==> config.mk <==
export PLATFORM = sky130hd
export DESIGN_NAME = i2s_adc_rx_flat
export DESIGN_NICKNAME = d
export VERILOG_FILES = /design/src/rtl/i2s_adc_rx_if.sv /design/src/rtl/i2s_adc_rx.sv /design/src/flat_wrapper.sv
export SDC_FILE = /design/constraint.sdc
export NUM_CORES = 1
export LEC_CHECK = 0
export CAP_MARGIN = 0
export CORE_MARGIN = 5
export CORE_UTILIZATION = 58
export DETAILED_ROUTE_END_ITERATION = 7
export PLACE_DENSITY = 0.84
export SLEW_MARGIN = 20
export SYNTH_ARGS = -nofsm -noshare
export SYNTH_HDL_FRONTEND = slang
export SYNTH_SLANG_ARGS = --single-unit
==> constraint.sdc <==
create_clock -name clock -period 3.8 [get_ports clock]
set_input_delay 0.76 -clock clock [delete_from_list [all_inputs] [get_ports clock]]
set_output_delay 0.76 -clock clock [all_outputs]
set_load 0.1 [all_outputs]
==> src/rtl/i2s_adc_rx_if.sv <==
// FIFO-side interface of the I2S ADC receiver.
//   fifo_wrfull : FIFO full flag, write-clock domain (slave -> master)
//   fifo_wrreq  : one-cycle write strobe             (master -> slave)
//   fifo_data   : {right, left} raw samples          (master -> slave)
//   drop_count  : saturating dropped-frame counter   (master -> slave)
interface i2s_adc_rx_if #(
  parameter int SAMPLE_WIDTH = 24
);
  logic                      fifo_wrfull;
  logic                      fifo_wrreq;
  logic [2*SAMPLE_WIDTH-1:0] fifo_data;
  logic [15:0]               drop_count;

  modport master (
    input  fifo_wrfull,
    output fifo_wrreq,
    output fifo_data,
    output drop_count
  );

  modport slave (
    output fifo_wrfull,
    input  fifo_wrreq,
    input  fifo_data,
    input  drop_count
  );
endinterface

==> src/rtl/i2s_adc_rx.sv <==
// I2S master receiver for an external stereo ADC.
// Generates BCK (clock/2) and LRCK (clock/128), holds the ADC in power-down
// for PD_CYCLES after reset, deserialises MSB-first left/right samples and
// writes one {R,L} word per frame into a FIFO.
//   clock    : audio clock, 128 x Fs
//   reset    : synchronous, active-high
//   ADC_PD   : ADC power-down, active low
//   ADC_BCK  : bit clock
//   ADC_LRCK : frame clock, 0 = left, 1 = right
//   ADC_DATA : serial data from the ADC
//   fifo     : FIFO write port (wrfull, wrreq, data, drop_count)
module i2s_adc_rx #(
  parameter int SAMPLE_WIDTH = 24,
  parameter int PD_CYCLES    = 1024
) (
  input  logic clock,
  input  logic reset,
  output logic ADC_PD,
  output logic ADC_BCK,
  output logic ADC_LRCK,
  input  logic ADC_DATA,
  i2s_adc_rx_if.master fifo
);

  localparam int         PD_W     = $clog2(PD_CYCLES + 1);
  localparam logic [PD_W-1:0] PD_LAST = PD_W'(PD_CYCLES - 1);
  localparam logic [4:0] LAST_BIT = 5'(SAMPLE_WIDTH);

  typedef enum logic {
    ST_PD  = 1'b0,
    ST_RUN = 1'b1
  } state_t;

  state_t state_q, state_d;

  logic [PD_W-1:0]           pd_cnt;
  logic [6:0]                cnt;
  logic                      capture_en;
  logic [SAMPLE_WIDTH-1:0]   shift_q;
  logic [SAMPLE_WIDTH-1:0]   left_q;
  logic [2*SAMPLE_WIDTH-1:0] data_q;
  logic                      wrreq_q;
  logic [15:0]               drop_cnt;

  logic [4:0]              slot_bit;
  logic                    cap_edge;
  logic                    last_edge;
  logic [SAMPLE_WIDTH-1:0] shift_nxt;

  assign slot_bit  = cnt[5:1];
  // Slot bit 0 is the I2S one-bit delay; bits past the sample are padding.
  assign cap_edge  = capture_en && cnt[0] && (slot_bit != 5'd0) && (slot_bit <= LAST_BIT);
  assign last_edge = cap_edge && (slot_bit == LAST_BIT);
  assign shift_nxt = {shift_q[SAMPLE_WIDTH-2:0], ADC_DATA};

  assign ADC_BCK         = cnt[0];
  assign ADC_LRCK        = cnt[6];
  assign fifo.fifo_wrreq = wrreq_q;
  assign fifo.fifo_data  = data_q;
  assign fifo.drop_count = drop_cnt;

  always_comb begin
    state_d = state_q;
    if (state_q == ST_PD && pd_cnt == PD_LAST) begin
      state_d = ST_RUN;
    end
  end

  always_ff @(posedge clock) begin
    if (reset) begin
      state_q    <= ST_PD;
      pd_cnt     <= '0;
      ADC_PD     <= 1'b0;
      cnt        <= '0;
      capture_en <= 1'b0;
      shift_q    <= '0;
      left_q     <= '0;
      data_q     <= '0;
      wrreq_q    <= 1'b0;
      drop_cnt   <= '0;
    end else begin
      state_q <= state_d;
      wrreq_q <= 1'b0;
      if (state_q == ST_PD) begin
        if (pd_cnt == PD_LAST) begin
          ADC_PD <= 1'b1;
        end else begin
          pd_cnt <= pd_cnt + 1'b1;
        end
      end else begin
        cnt <= cnt + 7'd1;
        // Capture starts with the first full frame after PD release.
        if (cnt == 7'd127) begin
          capture_en <= 1'b1;
        end
        if (cap_edge) begin
          shift_q <= shift_nxt;
        end
        if (last_edge) begin
          if (!cnt[6]) begin
            left_q <= shift_nxt;
          end else if (!fifo.fifo_wrfull) begin
            data_q  <= {shift_nxt, left_q};
            wrreq_q <= 1'b1;
          end else if (drop_cnt != 16'hFFFF) begin
            drop_cnt <= drop_cnt + 16'd1;
          end
        end
      end
    end
  end

endmodule

==> src/flat_wrapper.sv <==
// flat-port wrapper written by rule: the top's interface ports become plain ports
module i2s_adc_rx_flat 
#(
  parameter int SAMPLE_WIDTH = 24,
  parameter int PD_CYCLES    = 1024
)
  (clock, reset, ADC_PD, ADC_BCK, ADC_LRCK, ADC_DATA, fifo_fifo_wrfull, fifo_fifo_wrreq, fifo_fifo_data, fifo_drop_count);
  i2s_adc_rx_if #(.SAMPLE_WIDTH(SAMPLE_WIDTH)) fifo_i ();
  input  logic clock;
  input  logic reset;
  output logic ADC_PD;
  output logic ADC_BCK;
  output logic ADC_LRCK;
  input  logic ADC_DATA;
  input wire logic [$bits(fifo_i.fifo_wrfull)-1:0] fifo_fifo_wrfull;
  output wire logic [$bits(fifo_i.fifo_wrreq)-1:0] fifo_fifo_wrreq;
  output wire logic [$bits(fifo_i.fifo_data)-1:0] fifo_fifo_data;
  output wire logic [$bits(fifo_i.drop_count)-1:0] fifo_drop_count;
  assign fifo_i.fifo_wrfull = fifo_fifo_wrfull;
  assign fifo_fifo_wrreq = fifo_i.fifo_wrreq;
  assign fifo_fifo_data = fifo_i.fifo_data;
  assign fifo_drop_count = fifo_i.drop_count;
  i2s_adc_rx #(.SAMPLE_WIDTH(SAMPLE_WIDTH), .PD_CYCLES(PD_CYCLES)) u_core (.clock(clock), .reset(reset), .ADC_PD(ADC_PD), .ADC_BCK(ADC_BCK), .ADC_LRCK(ADC_LRCK), .ADC_DATA(ADC_DATA), .fifo(fifo_i));
endmodule
==> parameters.txt, run 1 <==
Parameter                              Value

Critical path
  R2r startpoint ... u_core.cnt[1]
  Worst stage delay on the critical path ... 1.22 ns
  Critical path class ... reg -> out
  Critical Path Slowest Stage Cell ... sky130_fd_sc_hd__clkdlybuf4s50_1
  Crit path launch type ... flip-flop
  Crit path DAT ... between 2 and 2.5 ns
  Launch point of the critical path ... u_core.state_q
  Crit path max fanout ... 13
  CP delay by family, top ... buffers and inverters
  WP buf/inv ... 1
  Required time at the endpoint of the critical path ... 3.04 ns
  Critical Path End Type ... primary output
  Critical path, cell by cell ... clkdlybuf4s50_1
  Minimum setup slack among reg-to-reg paths ... 1.50 ns

Global route
  First-pass GRT wire length ... ~19 mm
  Number of global-route vias before repair ... 4043
  Antenna violations before repair ... 0
  Total grt overflow ... 0
  Global routing usage summed across all routing layers ... 0.2296
  Pin count of the biggest net entering global routing ... 92

Cells and area
  Most frequent cells in the layout ... sky130_fd_sc_hd__nand2_1, sky130_fd_sc_hd__dfxtp_1, sky130_fd_sc_hd__a21oi_1
  Area of all placed cells without fillers ... between 0.006 and 0.007 mm2
  Post-synthesis to final-layout area growth ... 27.20%
  Antenna diodes ... 0
  Number of nets in the layout ... 653
  Most common cell after layout, fill and taps aside ... sky130_fd_sc_hd__nand2_1
  Share of layout cells above drive strength 1 ... 0.08498

CTS
  Number of buffers inserted during clock tree synthesis ... 17
  Post-cts hold buffer count ... 0
  Number of instances resized during post-cts repair ... 0
  Level count of the clock H-tree ... 4
  TritonCTS clock tree ... yes
  Number of clock sinks ... around 130
  Number of buffers between clock root and the deepest sink ... 2
  CTS clk-pin slew, worst paths ... 0.06 ns
  Post-CTS setup-driven buffer insertion count ... 0
  Later-pin clock latency in the skew report ... around 0.51 ns
  CTS root buffer ... sky130_fd_sc_hd__clkbuf_8

STA
  Fin crit share ... 0.8101
  RSZ-0062 raised after global routing ... false
  Final Max Slew Viols ... 0
  Worst Tran Pin Value ... between 1 and 1.5 ns
  Relative slew slack ... 0.3148
  Number of endpoints failing setup at the final stage ... 0
  Clock period minus worst slack ... between 3 and 4 ns
  Final-layout setup total negative slack ... 0 ns
  Achievable Freq ... about 0.32 GHz
  Hold Violations, Final ... 0
  Skew final ... 0.006775 ns

Placement
  Placer congestion estimate ... 0.8207
  Placed Area ... around 0.0057 mm2
  Detail Placement HPWL ... slightly below 7 mm
  Total of buffers placed on input and output ports ... around 70

Floorplanning
  Std cell rows ... 33
  Die Width ... 102.8 um
  IO Pins ... 72
  Floorplan Core Area ... 0.008299 mm2
  Starting Density ... 0.6020
  Area enclosed by the die boundary ... ~0.011 mm2
  Height of the chip ... around 100 um

Synthesis
  Synth Cell Area ... roughly 0.005 mm2
  Area share of the largest cell type after synthesis ... 0.5289
  Mean instance size in the synthesized netlist ... 8.526 um2
  Yosys warnings ... 0
  Multiplexer area fraction after synthesis ... 0.05234
  Gate count after technology mapping ... between 500 and 600
  Flip-flop and latch count after synthesis ... 132
  Share of synthesized cell area in and, or, nand and nor gates ... 0.2384
  Post-Synthesis Net Count ... about 590
  Combinational family with the most area after synthesis ... simple AND/OR/NAND/NOR gates
  Post-synthesis xor/xnor area fraction ... 0.04032
  Synthesized-area fraction occupied by ao, oa, aoi and oai cells ... 0.09792
  Post-Synth Adder-Cell Area ... 0.007513
  Dominant cells by area after synthesis ... sky130_fd_sc_hd__dfxtp_1, sky130_fd_sc_hd__nand2_1, sky130_fd_sc_hd__a21oi_1
  Fraction of the yosys area taken by sequential cells ... 0.5289
  Cell variety after synth ... 36
  Cell type with the largest total area after synthesis ... sky130_fd_sc_hd__dfxtp_1

Route
  Drt pass-1 iters ... 5
  First-iteration detailed-routing DRC count ... roughly 250
  DRC violations left ... 0
  Vias per cell ... around 5.5
  Total via count after detailed routing ... approximately 4200
  Sum of routed wire length over all layers ... 11.37 mm
  Antenna Nets Post-Route ... 0
  Post-DR wirelength/cell ... around 15 um

Run status
  Run status ... complete, no violations

Pwr
  Pwr/cell area ... 488.3 mW/mm2
  Maximum resistive drop on vdd ... about 0.35 mV
  Leakage power total ... about 2.1 nW

Flow run
  Max Cap Violations ... 0

Min path
  Hold crit path type ... reg -> reg
  Launch instance of the worst min-delay path ... u_core.left_q[0]
power breakdown:
part	leakage, nW	internal [W]	switching [W]
registers	1.06	0.00139	0.00000250
clock network	0.300	0.00104	0.000643
logic	0.721	0.00000731	0.0000264
total	2.08	0.00243	0.000672
cell families (layout without fill, tap and decap cells):
group / count (synthesis) / after routing
xor+xnor: 23 / 23
fa+ha+maj: 3 / 3
buf+inv: 39 / 112
mux: 26 / 26
simple gates: 270 / 270
compound gates: 93 / 93
flops: 132 / 132
layout make-up:
| cell class | count | area [um2] |
|---|---|---|
| clock inverters | 14 | 187.7 |
| clock buffers | 18 | 427.9 |
| inverters | 4 | 15.01 |
| well taps | 105 | 131.4 |
| fillers | 545 | 1944 |
| flip-flops and latches | 132 | 2643 |
| multi-input cells | 415 | 2205 |
| repair buffers | 76 | 745.7 |
state kept, by name, indices dropped and copies added, names as in the netlist:
name	flops
u_core.fifo.fifo_wrreq	1
u_core.cnt	7
u_core.fifo.drop_count	16
u_core.pd_cnt	11
u_core.state_q	1
u_core.left_q	24
u_core.fifo.fifo_data	48
u_core.shift_q	23
u_core.capture_en	1
routing by layer:
metal	GRT usage	routed length, um	vias up
li1	-	-	2066
met1	0.2902	4807	1974
met2	0.3659	5572	151
met3	0.07037	700	35
met4	0.09761	292	0
met5	0	0	-
final timing paths:
check,endpoint,cells after the start
worst max-delay path,ADC_PD,1
worst min-delay path,u_core.fifo.fifo_data[0],2
worst max register to register,u_core.fifo.fifo_data[19],5
worst min register to register,u_core.fifo.fifo_data[0],2
through the flow:
step	std cells	util	hold slack, ns	total power, W	setup slack, ns
after CTS	764	0.7653	0.4524	0.003117	0.7174
after detailed placement	732	0.6911	0.4441	0.001453	0.8597
after global routing	764	0.7657	0.4661	0.003195	0.6413
final	764	0.7657	0.4496	0.003103	0.7218
after global placement	732	0.6911	0.4403	0.001452	0.9163
after floorplan	586	-	0.4321	0.001445	1.156
Yosys cell counts:
cell type	count
sky130_fd_sc_hd__nand2_1	145
sky130_fd_sc_hd__dfxtp_1	132
sky130_fd_sc_hd__a21oi_1	78
sky130_fd_sc_hd__nor2_1	60
sky130_fd_sc_hd__mux2i_1	25
sky130_fd_sc_hd__clkbuf_1	24
sky130_fd_sc_hd__xor2_1	14
sky130_fd_sc_hd__nand3_1	11
sky130_fd_sc_hd__nand2_2	10
sky130_fd_sc_hd__buf_2	9
sky130_fd_sc_hd__xnor2_1	9
sky130_fd_sc_hd__nor3_1	8
sky130_fd_sc_hd__o21ai_0	8
sky130_fd_sc_hd__nand4_1	6
sky130_fd_sc_hd__or3_1	6
sky130_fd_sc_hd__inv_1	4
sky130_fd_sc_hd__nor4_1	4
sky130_fd_sc_hd__o2111ai_1	4
sky130_fd_sc_hd__ha_1	3
sky130_fd_sc_hd__nor2b_1	3
sky130_fd_sc_hd__buf_6	2
sky130_fd_sc_hd__nand2b_1	2
sky130_fd_sc_hd__nand3b_1	2
sky130_fd_sc_hd__nor3b_1	2
sky130_fd_sc_hd__nor4b_1	2
sky130_fd_sc_hd__o211ai_1	2
sky130_fd_sc_hd__or4_1	2
sky130_fd_sc_hd__and2_1	1
sky130_fd_sc_hd__mux2_2	1
sky130_fd_sc_hd__nand4b_1	1
sky130_fd_sc_hd__nor3_2	1
sky130_fd_sc_hd__nor4b_2	1
sky130_fd_sc_hd__o21ai_2	1
sky130_fd_sc_hd__or2_4	1
sky130_fd_sc_hd__or3_4	1
sky130_fd_sc_hd__or4b_1	1
No activity file was read; power rests on OpenSTA's default activity.
==> run 2: changes to the inputs <==
--- a/config.mk
+++ b/config.mk
@@ -7,9 +7,9 @@
 export LEC_CHECK = 0
 export CAP_MARGIN = 0
 export CORE_MARGIN = 5
-export CORE_UTILIZATION = 58
+export CORE_UTILIZATION = 54
 export DETAILED_ROUTE_END_ITERATION = 7
-export PLACE_DENSITY = 0.84
+export PLACE_DENSITY = 0.79
 export SLEW_MARGIN = 20
 export SYNTH_ARGS = -nofsm -noshare
 export SYNTH_HDL_FRONTEND = slang
==> constraint.sdc (replaced) <==
create_clock -name clock -period 3.05 [get_ports clock]
set_input_delay 0.61 -clock clock [delete_from_list [all_inputs] [get_ports clock]]
set_output_delay 0.61 -clock clock [all_outputs]
set_load 0.1 [all_outputs]
==> run 2 against run 1 <==
Compared with the run above: clock skew decreased by 0.00056 ns; setup slack got worse by 0.063 ns; first-iteration DRC count decreased by 29%; critical path depth increased by 5; worst hold slack improved by 0.0022 ns; largest power group unchanged.
==> parameters.txt, run 2 (synthesized netlist as in run 1, its figures left out) <==
Parameter                              Value

Run status
  Run status ... complete, no violations (unchanged)

Pwr
  Maximum resistive drop on vdd ... 0.4449 mV (was 0.3460 mV)
  Pwr/cell area ... 610.6 mW/mm2 (was 488.3 mW/mm2)
  Overall Power ... 0.003767 W (was 0.003103 W)
  Leakage power total ... 2.216 nW (was 2.084 nW)

Route
  First-iteration detailed-routing DRC count ... 178 (was 249)
  Drt pass-1 iters ... 4 (was 5)
  DRC violations left ... 0 (unchanged)
  Vias per cell ... 5.292 (was 5.531)
  Post-DR wirelength/cell ... 13.23 um (was 14.88 um)
  Antenna Nets Post-Route ... 0 (unchanged)
  Total via count after detailed routing ... 4075 (was 4226)
  Sum of routed wire length over all layers ... 10.19 mm (was 11.37 mm)

STA
  Skew final ... 0.006212 ns (was 0.006775 ns)
  Number of endpoints failing setup at the final stage ... 0 (unchanged)
  Worst hold slack ... 0.4518 ns (was 0.4496 ns)
  Final Max Slew Viols ... 0 (unchanged)
  Setup slack of the critical path after layout ... 0.6583 ns (was 0.7218 ns)
  Relative slew slack ... 0.2910 (was 0.3148)
  Hold Violations, Final ... 0 (unchanged)
  Worst Tran Pin Value ... 1.063 ns (was 1.025 ns)
  Achievable Freq ... 0.4181 GHz
  Final-layout setup total negative slack ... 0 ns (unchanged)
  Clock period minus worst slack ... between 2 and 2.5 ns
  RSZ-0062 raised after global routing ... false (unchanged)
  Fin crit share ... 0.7842

Cells and area
  Most frequent cells in the layout ... sky130_fd_sc_hd__nand2_1, sky130_fd_sc_hd__dfxtp_1, sky130_fd_sc_hd__a21oi_1 (unchanged)
  Number of filler instances in the final layout ... 702 (was 545)
  Post-synthesis to final-layout area growth ... 23.47% (was 27.20%)
  Antenna diodes ... 0 (unchanged)
  Share of layout cells above drive strength 1 ... 0.1866 (was 0.08498)
  Most common cell after layout, fill and taps aside ... sky130_fd_sc_hd__nand2_1 (unchanged)
  Number of nets in the layout ... 654 (was 653)
  Flip-flop count of the largest register, all copies and words added ... 48 (unchanged)

Floorplanning
  Area enclosed by the die boundary ... 0.01128 mm2 (was 0.01057 mm2)
  Std cell rows ... 35 (was 33)
  Starting Density ... 0.5485 (was 0.6020)
  Die Width ... 106.2 um (was 102.8 um)
  Floorplan Core Area ... 0.009109 mm2 (was 0.008299 mm2)
  Height of the chip ... 106.2 um (was 102.8 um)
  IO Pins ... 72 (unchanged)

Global route
  Pin count of the biggest net entering global routing ... 111 (was 92)
  Total grt overflow ... 0 (unchanged)
  First-pass GRT wire length ... 17.65 mm (was 19.20 mm)
  Number of global-route vias before repair ... 3957 (was 4043)
  Antenna violations before repair ... 0 (unchanged)
  Global routing usage summed across all routing layers ... 0.1899 (was 0.2296)

Critical path
  Required time at the endpoint of the critical path ... 3.40 ns (was 3.04 ns)
  CP delay by family, top ... simple AND/OR/NAND/NOR gates (was buffers and inverters)
  Critical path class ... reg -> reg (was reg -> out)
  Critical path, cell by cell ... or3_4, or2_4, or4b_2, buf_4, nand2_1, a21oi_1 (was clkdlybuf4s50_1)
  Critical Path End Type ... flip-flop (was primary output)
  Critical Path Slowest Stage Cell ... sky130_fd_sc_hd__or4b_2 (was sky130_fd_sc_hd__clkdlybuf4s50_1)
  WP buf/inv ... 1 (unchanged)
  Crit path DAT ... 2.74 ns (was 2.32 ns)
  Crit path launch type ... flip-flop (unchanged)
  Minimum setup slack among reg-to-reg paths ... 0.66 ns (was 1.50 ns)
  Crit path max fanout ... 49 (was 13)
  Worst stage delay on the critical path ... 0.63 ns (was 1.22 ns)

CTS
  Number of buffers between clock root and the deepest sink ... 2 (unchanged)
  Post-CTS setup-driven buffer insertion count ... 0 (unchanged)
  TritonCTS clock tree ... yes (unchanged)
  CTS root buffer ... sky130_fd_sc_hd__clkbuf_8 (unchanged)
  Number of buffers inserted during clock tree synthesis ... 17 (unchanged)
  Number of clock sinks ... 132 (unchanged)
  Number of instances resized during post-cts repair ... 0 (unchanged)
  Level count of the clock H-tree ... 4 (unchanged)
  CTS clk-pin slew, worst paths ... 0.06 ns (about the same)
  Later-pin clock latency in the skew report ... 0.51 ns (about the same)
  Post-cts hold buffer count ... 0 (unchanged)

Flow run
  Max Cap Violations ... 0 (unchanged)

Min path
  Hold crit path type ... reg -> reg (unchanged)

Placement
  Detail Placement HPWL ... 6.340 mm (was 6.789 mm)
  Total of buffers placed on input and output ports ... 71 (unchanged)
  Post-placement worst setup slack ... 0.4377 ns (was 0.8597 ns)
  Placer congestion estimate ... 0.8374 (was 0.8207)
## run 2: cell types whose count changed in the layout (fill, tap and decap cells not counted), sizes merged
cell / before / now
buf: 6 / 75
clkbuf: 18 / 19
clkdlybuf4s50: 70 / 2
clkinv: 3 / 7
inv: 11 / 5
## run 2: report_power, final
group | internal, W | switching, W | total [W]
logic | 0.00000909 | 0.0000321 | 0.0000412
registers | 0.00173 | 0.00000310 | 0.00173
clock network | 0.00126 | 0.000730 | 0.00199
total | 0.00300 | 0.000766 | 0.00377
## run 2: metrics by stage
step           instances    util  area, um2
2_1_floorplan        586       -       4996
3_5_place_dp         739  0.6126       5580
4_1_cts              770  0.6772       6168
6_report             770  0.6772       6168
5_1_grt              770  0.6772       6168
3_3_place_gp         739  0.6126       5580
## run 2: final cells by class
class	instances	area (um2)	share of cell area
clock inverter	12	156.4	0.02535
timing repair buffer	77	583.1	0.09452
sequential	132	2643	0.4284
inverter	4	15.01	0.002434
clock buffer	19	431.7	0.06998
multi-input combinational	415	2201	0.3568
tap	111	138.9	0.02252
## run 2: layer usage
| layer | vias to the layer above | global-route usage | wire [um] |
|---|---|---|---|
| met5 | - | 0 | 0 |
| met1 | 1910 | 0.2258 | 4580 |
| met4 | 0 | 0.06198 | 115 |
| li1 | 2068 | - | - |
| met3 | 10 | 0.05829 | 502 |
| met2 | 87 | 0.3262 | 4991 |
## run 2: worst reg2reg max path: stages (launching register included)
cell and delay, ns:
sky130_fd_sc_hd__dfxtp_1 0.34, sky130_fd_sc_hd__or3_4 0.41, sky130_fd_sc_hd__or2_4 0.29, sky130_fd_sc_hd__or4b_2 0.63
sky130_fd_sc_hd__buf_4 0.33, sky130_fd_sc_hd__nand2_1 0.17, sky130_fd_sc_hd__a21oi_1 0.07
## run 2: worst paths after layout
check | depth (start not counted) | from | to
max | 6 | u_core.cnt[1] | u_core.fifo.fifo_data[19]
min reg2reg | 2 | u_core.left_q[2] | u_core.fifo.fifo_data[2]
min | 2 | u_core.left_q[2] | u_core.fifo.fifo_data[2]
max reg2reg | 6 | u_core.cnt[1] | u_core.fifo.fifo_data[19]
==> run 3: changes to the inputs <==
--- a/config.mk
+++ b/config.mk
@@ -7,9 +7,9 @@
 export LEC_CHECK = 0
 export CAP_MARGIN = 0
 export CORE_MARGIN = 5
-export CORE_UTILIZATION = 54
+export CORE_UTILIZATION = 48
 export DETAILED_ROUTE_END_ITERATION = 7
-export PLACE_DENSITY = 0.79
+export PLACE_DENSITY = 0.75
 export SLEW_MARGIN = 20
 export SYNTH_ARGS = -nofsm -noshare
 export SYNTH_HDL_FRONTEND = slang
==> constraint.sdc (replaced) <==
create_clock -name clock -period 2.1 [get_ports clock]
set_input_delay 0.42 -clock clock [delete_from_list [all_inputs] [get_ports clock]]
set_output_delay 0.42 -clock clock [all_outputs]
set_load 0.1 [all_outputs]
==> run 3 against run 2 <==
Compared with the run above: sequential power up 45%; worst hold slack got worse by 0.012 ns; clock skew up 0.0018 ns; combinational power up 60%; via count up 4.9%; cell area up 5.9%; non-clock buffer count rose by 20; global-route usage is 0.30 points lower; setup slack got worse by 0.57 ns; count of clock-buffer cells in the layout is the same; fmax increased by 19%; routed wire length grew 17%; highest routed layer unchanged.
==> parameters.txt, run 3 (synthesized netlist as in run 1, its figures left out) <==
Parameter                              Value

Pwr
  Pwr/cell area ... 858.6 mW/mm2 (was 610.6 mW/mm2)
  NetSw ... 0.001198 W (was 0.0007656 W)
  Clock Power Share ... 0.542 (was 0.529)
  Combinational fraction of design power ... 0.012 (was 0.011)
  Internal power ... 0.004409 W (was 0.003001 W)
  Switching share of power ... 0.2136 (was 0.2032)
  Leakage power total ... 2.374 nW (was 2.216 nW)
  Maximum resistive drop on vdd ... 0.4082 mV (was 0.4449 mV)
  Overall Power ... 0.005607 W (was 0.003767 W)
  Sequential Power Share ... 0.446 (was 0.460)

Global route
  Total grt overflow ... 0 (unchanged)
  Number of global-route vias before repair ... 4199 (was 3957)
  Pin count of the biggest net entering global routing ... 77 (was 111)
  First-pass GRT wire length ... 19.38 mm (was 17.65 mm)
  Global routing usage summed across all routing layers ... 0.1869 (was 0.1899)
  Antenna violations before repair ... 0 (unchanged)

Cells and area
  Final standard cell utilization of the core ... 0.6383 (was 0.6772)
  Flip-flop count of the largest register, all copies and words added ... 48 (unchanged)
  Number of filler instances in the final layout ... 819 (was 702)
  Share of layout cells above drive strength 1 ... 0.2412 (was 0.1866)
  Number of nets in the layout ... 674 (was 654)
  Area of all placed cells without fillers ... 0.006530 mm2 (was 0.006168 mm2)
  Post-synthesis to final-layout area growth ... 30.70% (was 23.47%)
  Antenna diodes ... 0 (unchanged)
  Most common cell after layout, fill and taps aside ... sky130_fd_sc_hd__nand2_1 (unchanged)
  Most frequent cells in the layout ... sky130_fd_sc_hd__nand2_1, sky130_fd_sc_hd__dfxtp_1, sky130_fd_sc_hd__buf_4 (was sky130_fd_sc_hd__nand2_1, sky130_fd_sc_hd__dfxtp_1, sky130_fd_sc_hd__a21oi_1)

STA
  Achievable Freq ... 0.4973 GHz (was 0.4181 GHz)
  Number of endpoints failing setup at the final stage ... 0 (unchanged)
  Worst hold slack ... 0.4400 ns (was 0.4518 ns)
  Skew final ... 0.008024 ns (was 0.006212 ns)
  Clock period minus worst slack ... 2.011 ns (was 2.392 ns)
  Worst Tran Pin Value ... 0.7805 ns (was 1.063 ns)
  Relative slew slack ... 0.4797 (was 0.2910)
  Hold Violations, Final ... 0 (unchanged)
  Final Max Slew Viols ... 0 (unchanged)
  Fin crit share ... 0.9575 (was 0.7842)

Floorplanning
  Area enclosed by the die boundary ... 0.01255 mm2 (was 0.01128 mm2)
  Starting Density ... 0.4883 (was 0.5485)
  Std cell rows ... 37 (was 35)
  IO Pins ... 72 (unchanged)
  Height of the chip ... 112.0 um (was 106.2 um)
  Floorplan Core Area ... 0.01023 mm2 (was 0.009109 mm2)
  Die Width ... 112.0 um (was 106.2 um)

CTS
  Number of buffers inserted during clock tree synthesis ... 17 (unchanged)
  TritonCTS clock tree ... yes (unchanged)
  Later-pin clock latency in the skew report ... 0.52 ns (was 0.51 ns)
  CTS clk-pin slew, worst paths ... 0.06 ns (about the same)
  CTS root buffer ... sky130_fd_sc_hd__clkbuf_8 (unchanged)
  Number of buffers between clock root and the deepest sink ... 2 (unchanged)
  Level count of the clock H-tree ... 4 (unchanged)
  Number of clock sinks ... 132 (unchanged)

Critical path
  Crit path max fanout ... 25 (was 49)
  Crit path launch type ... flip-flop (unchanged)
  Critical Path End Type ... flip-flop (unchanged)
  Critical path class ... reg -> reg (unchanged)
  Required time at the endpoint of the critical path ... 2.47 ns (was 3.40 ns)
  Crit path DAT ... 2.38 ns (was 2.74 ns)

Route
  Drt pass-1 iters ... 5 (was 4)
  Vias per cell ... 5.238 (was 5.292)
  First-iteration detailed-routing DRC count ... 228 (was 178)
  DRC violations left ... 0 (unchanged)
  Sum of routed wire length over all layers ... 11.92 mm (was 10.19 mm)
  Post-DR wirelength/cell ... 14.61 um (was 13.23 um)
  Antenna Nets Post-Route ... 0 (unchanged)
  Total via count after detailed routing ... 4274 (was 4075)

Placement
  Placed Area ... 0.005847 mm2 (was 0.005580 mm2)
  Total of buffers placed on input and output ports ... 71 (unchanged)
  Detail Placement HPWL ... 6.993 mm (was 6.340 mm)
  Placer congestion estimate ... 0.8016 (was 0.8374)

Run status
  Run status ... complete, no violations (unchanged)

Flow run
  Max Cap Violations ... 0 (unchanged)

Min path
  Hold crit path type ... in -> reg (was reg -> reg)
run 3: cell type report:
| type | instances | area [um2] | share of cell area |
|---|---|---|---|
| multi-input combinational | 415 | 2205 | 0.3376 |
| timing repair buffer | 97 | 835.8 | 0.1280 |
| sequential | 132 | 2695 | 0.4127 |
| inverter | 4 | 15.01 | 0.002299 |
| clock inverter | 13 | 166.4 | 0.02548 |
| tap | 136 | 170.2 | 0.02606 |
| clock buffer | 19 | 442.9 | 0.06783 |
run 3: metal layers:
metal,share of wire,track usage,up-vias
met3,0.061,0.05499,20
met2,0.49,0.3185,109
met4,0.017,0.07532,0
met1,0.44,0.2216,2027
met5,0,0,-
li1,-,-,2118
run 3: path summary, 6_finish.rpt:
check	start	slack, ns	cells past startpoint	end
setup / recovery	u_core.cnt[3]	0.09	6	u_core.fifo.fifo_data[1]
hold / removal	reset	0.44	2	u_core.fifo.drop_count[11]
setup reg to reg	u_core.cnt[3]	0.09	6	u_core.fifo.fifo_data[1]
hold reg to reg	u_core.fifo.fifo_data[43]	0.45	2	u_core.fifo.fifo_data[43]
run 3: power groups by stage:
stage / Clock, W / Sequential, W / Combinational, W
finish: 0.00304 / 0.00250 / 0.0000659
global route: 0.00321 / 0.00250 / 0.0000741
CTS: 0.00308 / 0.00250 / 0.0000657
detailed placement: 0 / 0.00255 / 0.0000653
global placement: 0 / 0.00255 / 0.0000642
floorplan: 0 / 0.00255 / 0.0000466
run 3: timing repair:
| action | CTS | global route |
|---|---|---|
| endpoints found under the setup margin | 47 | 27 |
| resized for setup | 1 | 4 |
| pin swaps | 0 | 1 |
| hold buffers | 0 | 0 |
| cloned | 1 | 2 |
| setup buffers | 0 | 1 |
run 3: critical path: stages, from the launching register on:
cell	delay, ns
sky130_fd_sc_hd__dfxtp_2	0.32
sky130_fd_sc_hd__or3_4	0.37
sky130_fd_sc_hd__or2_4	0.23
sky130_fd_sc_hd__or4b_4	0.59
sky130_fd_sc_hd__buf_12	0.20
sky130_fd_sc_hd__nand2_1	0.07
sky130_fd_sc_hd__a21oi_1	0.06
run 3: through the flow:
stage	setup TNS [ns]	std cells	setup WS, ns
finish	0	816	0.08926
CTS	0	813	0.008308
global route	-0.01720	816	-0.01503
floorplan	-0.05952	586	-0.02598
detailed placement	-0.6009	780	-0.04360
global placement	-0.3698	780	-0.05476
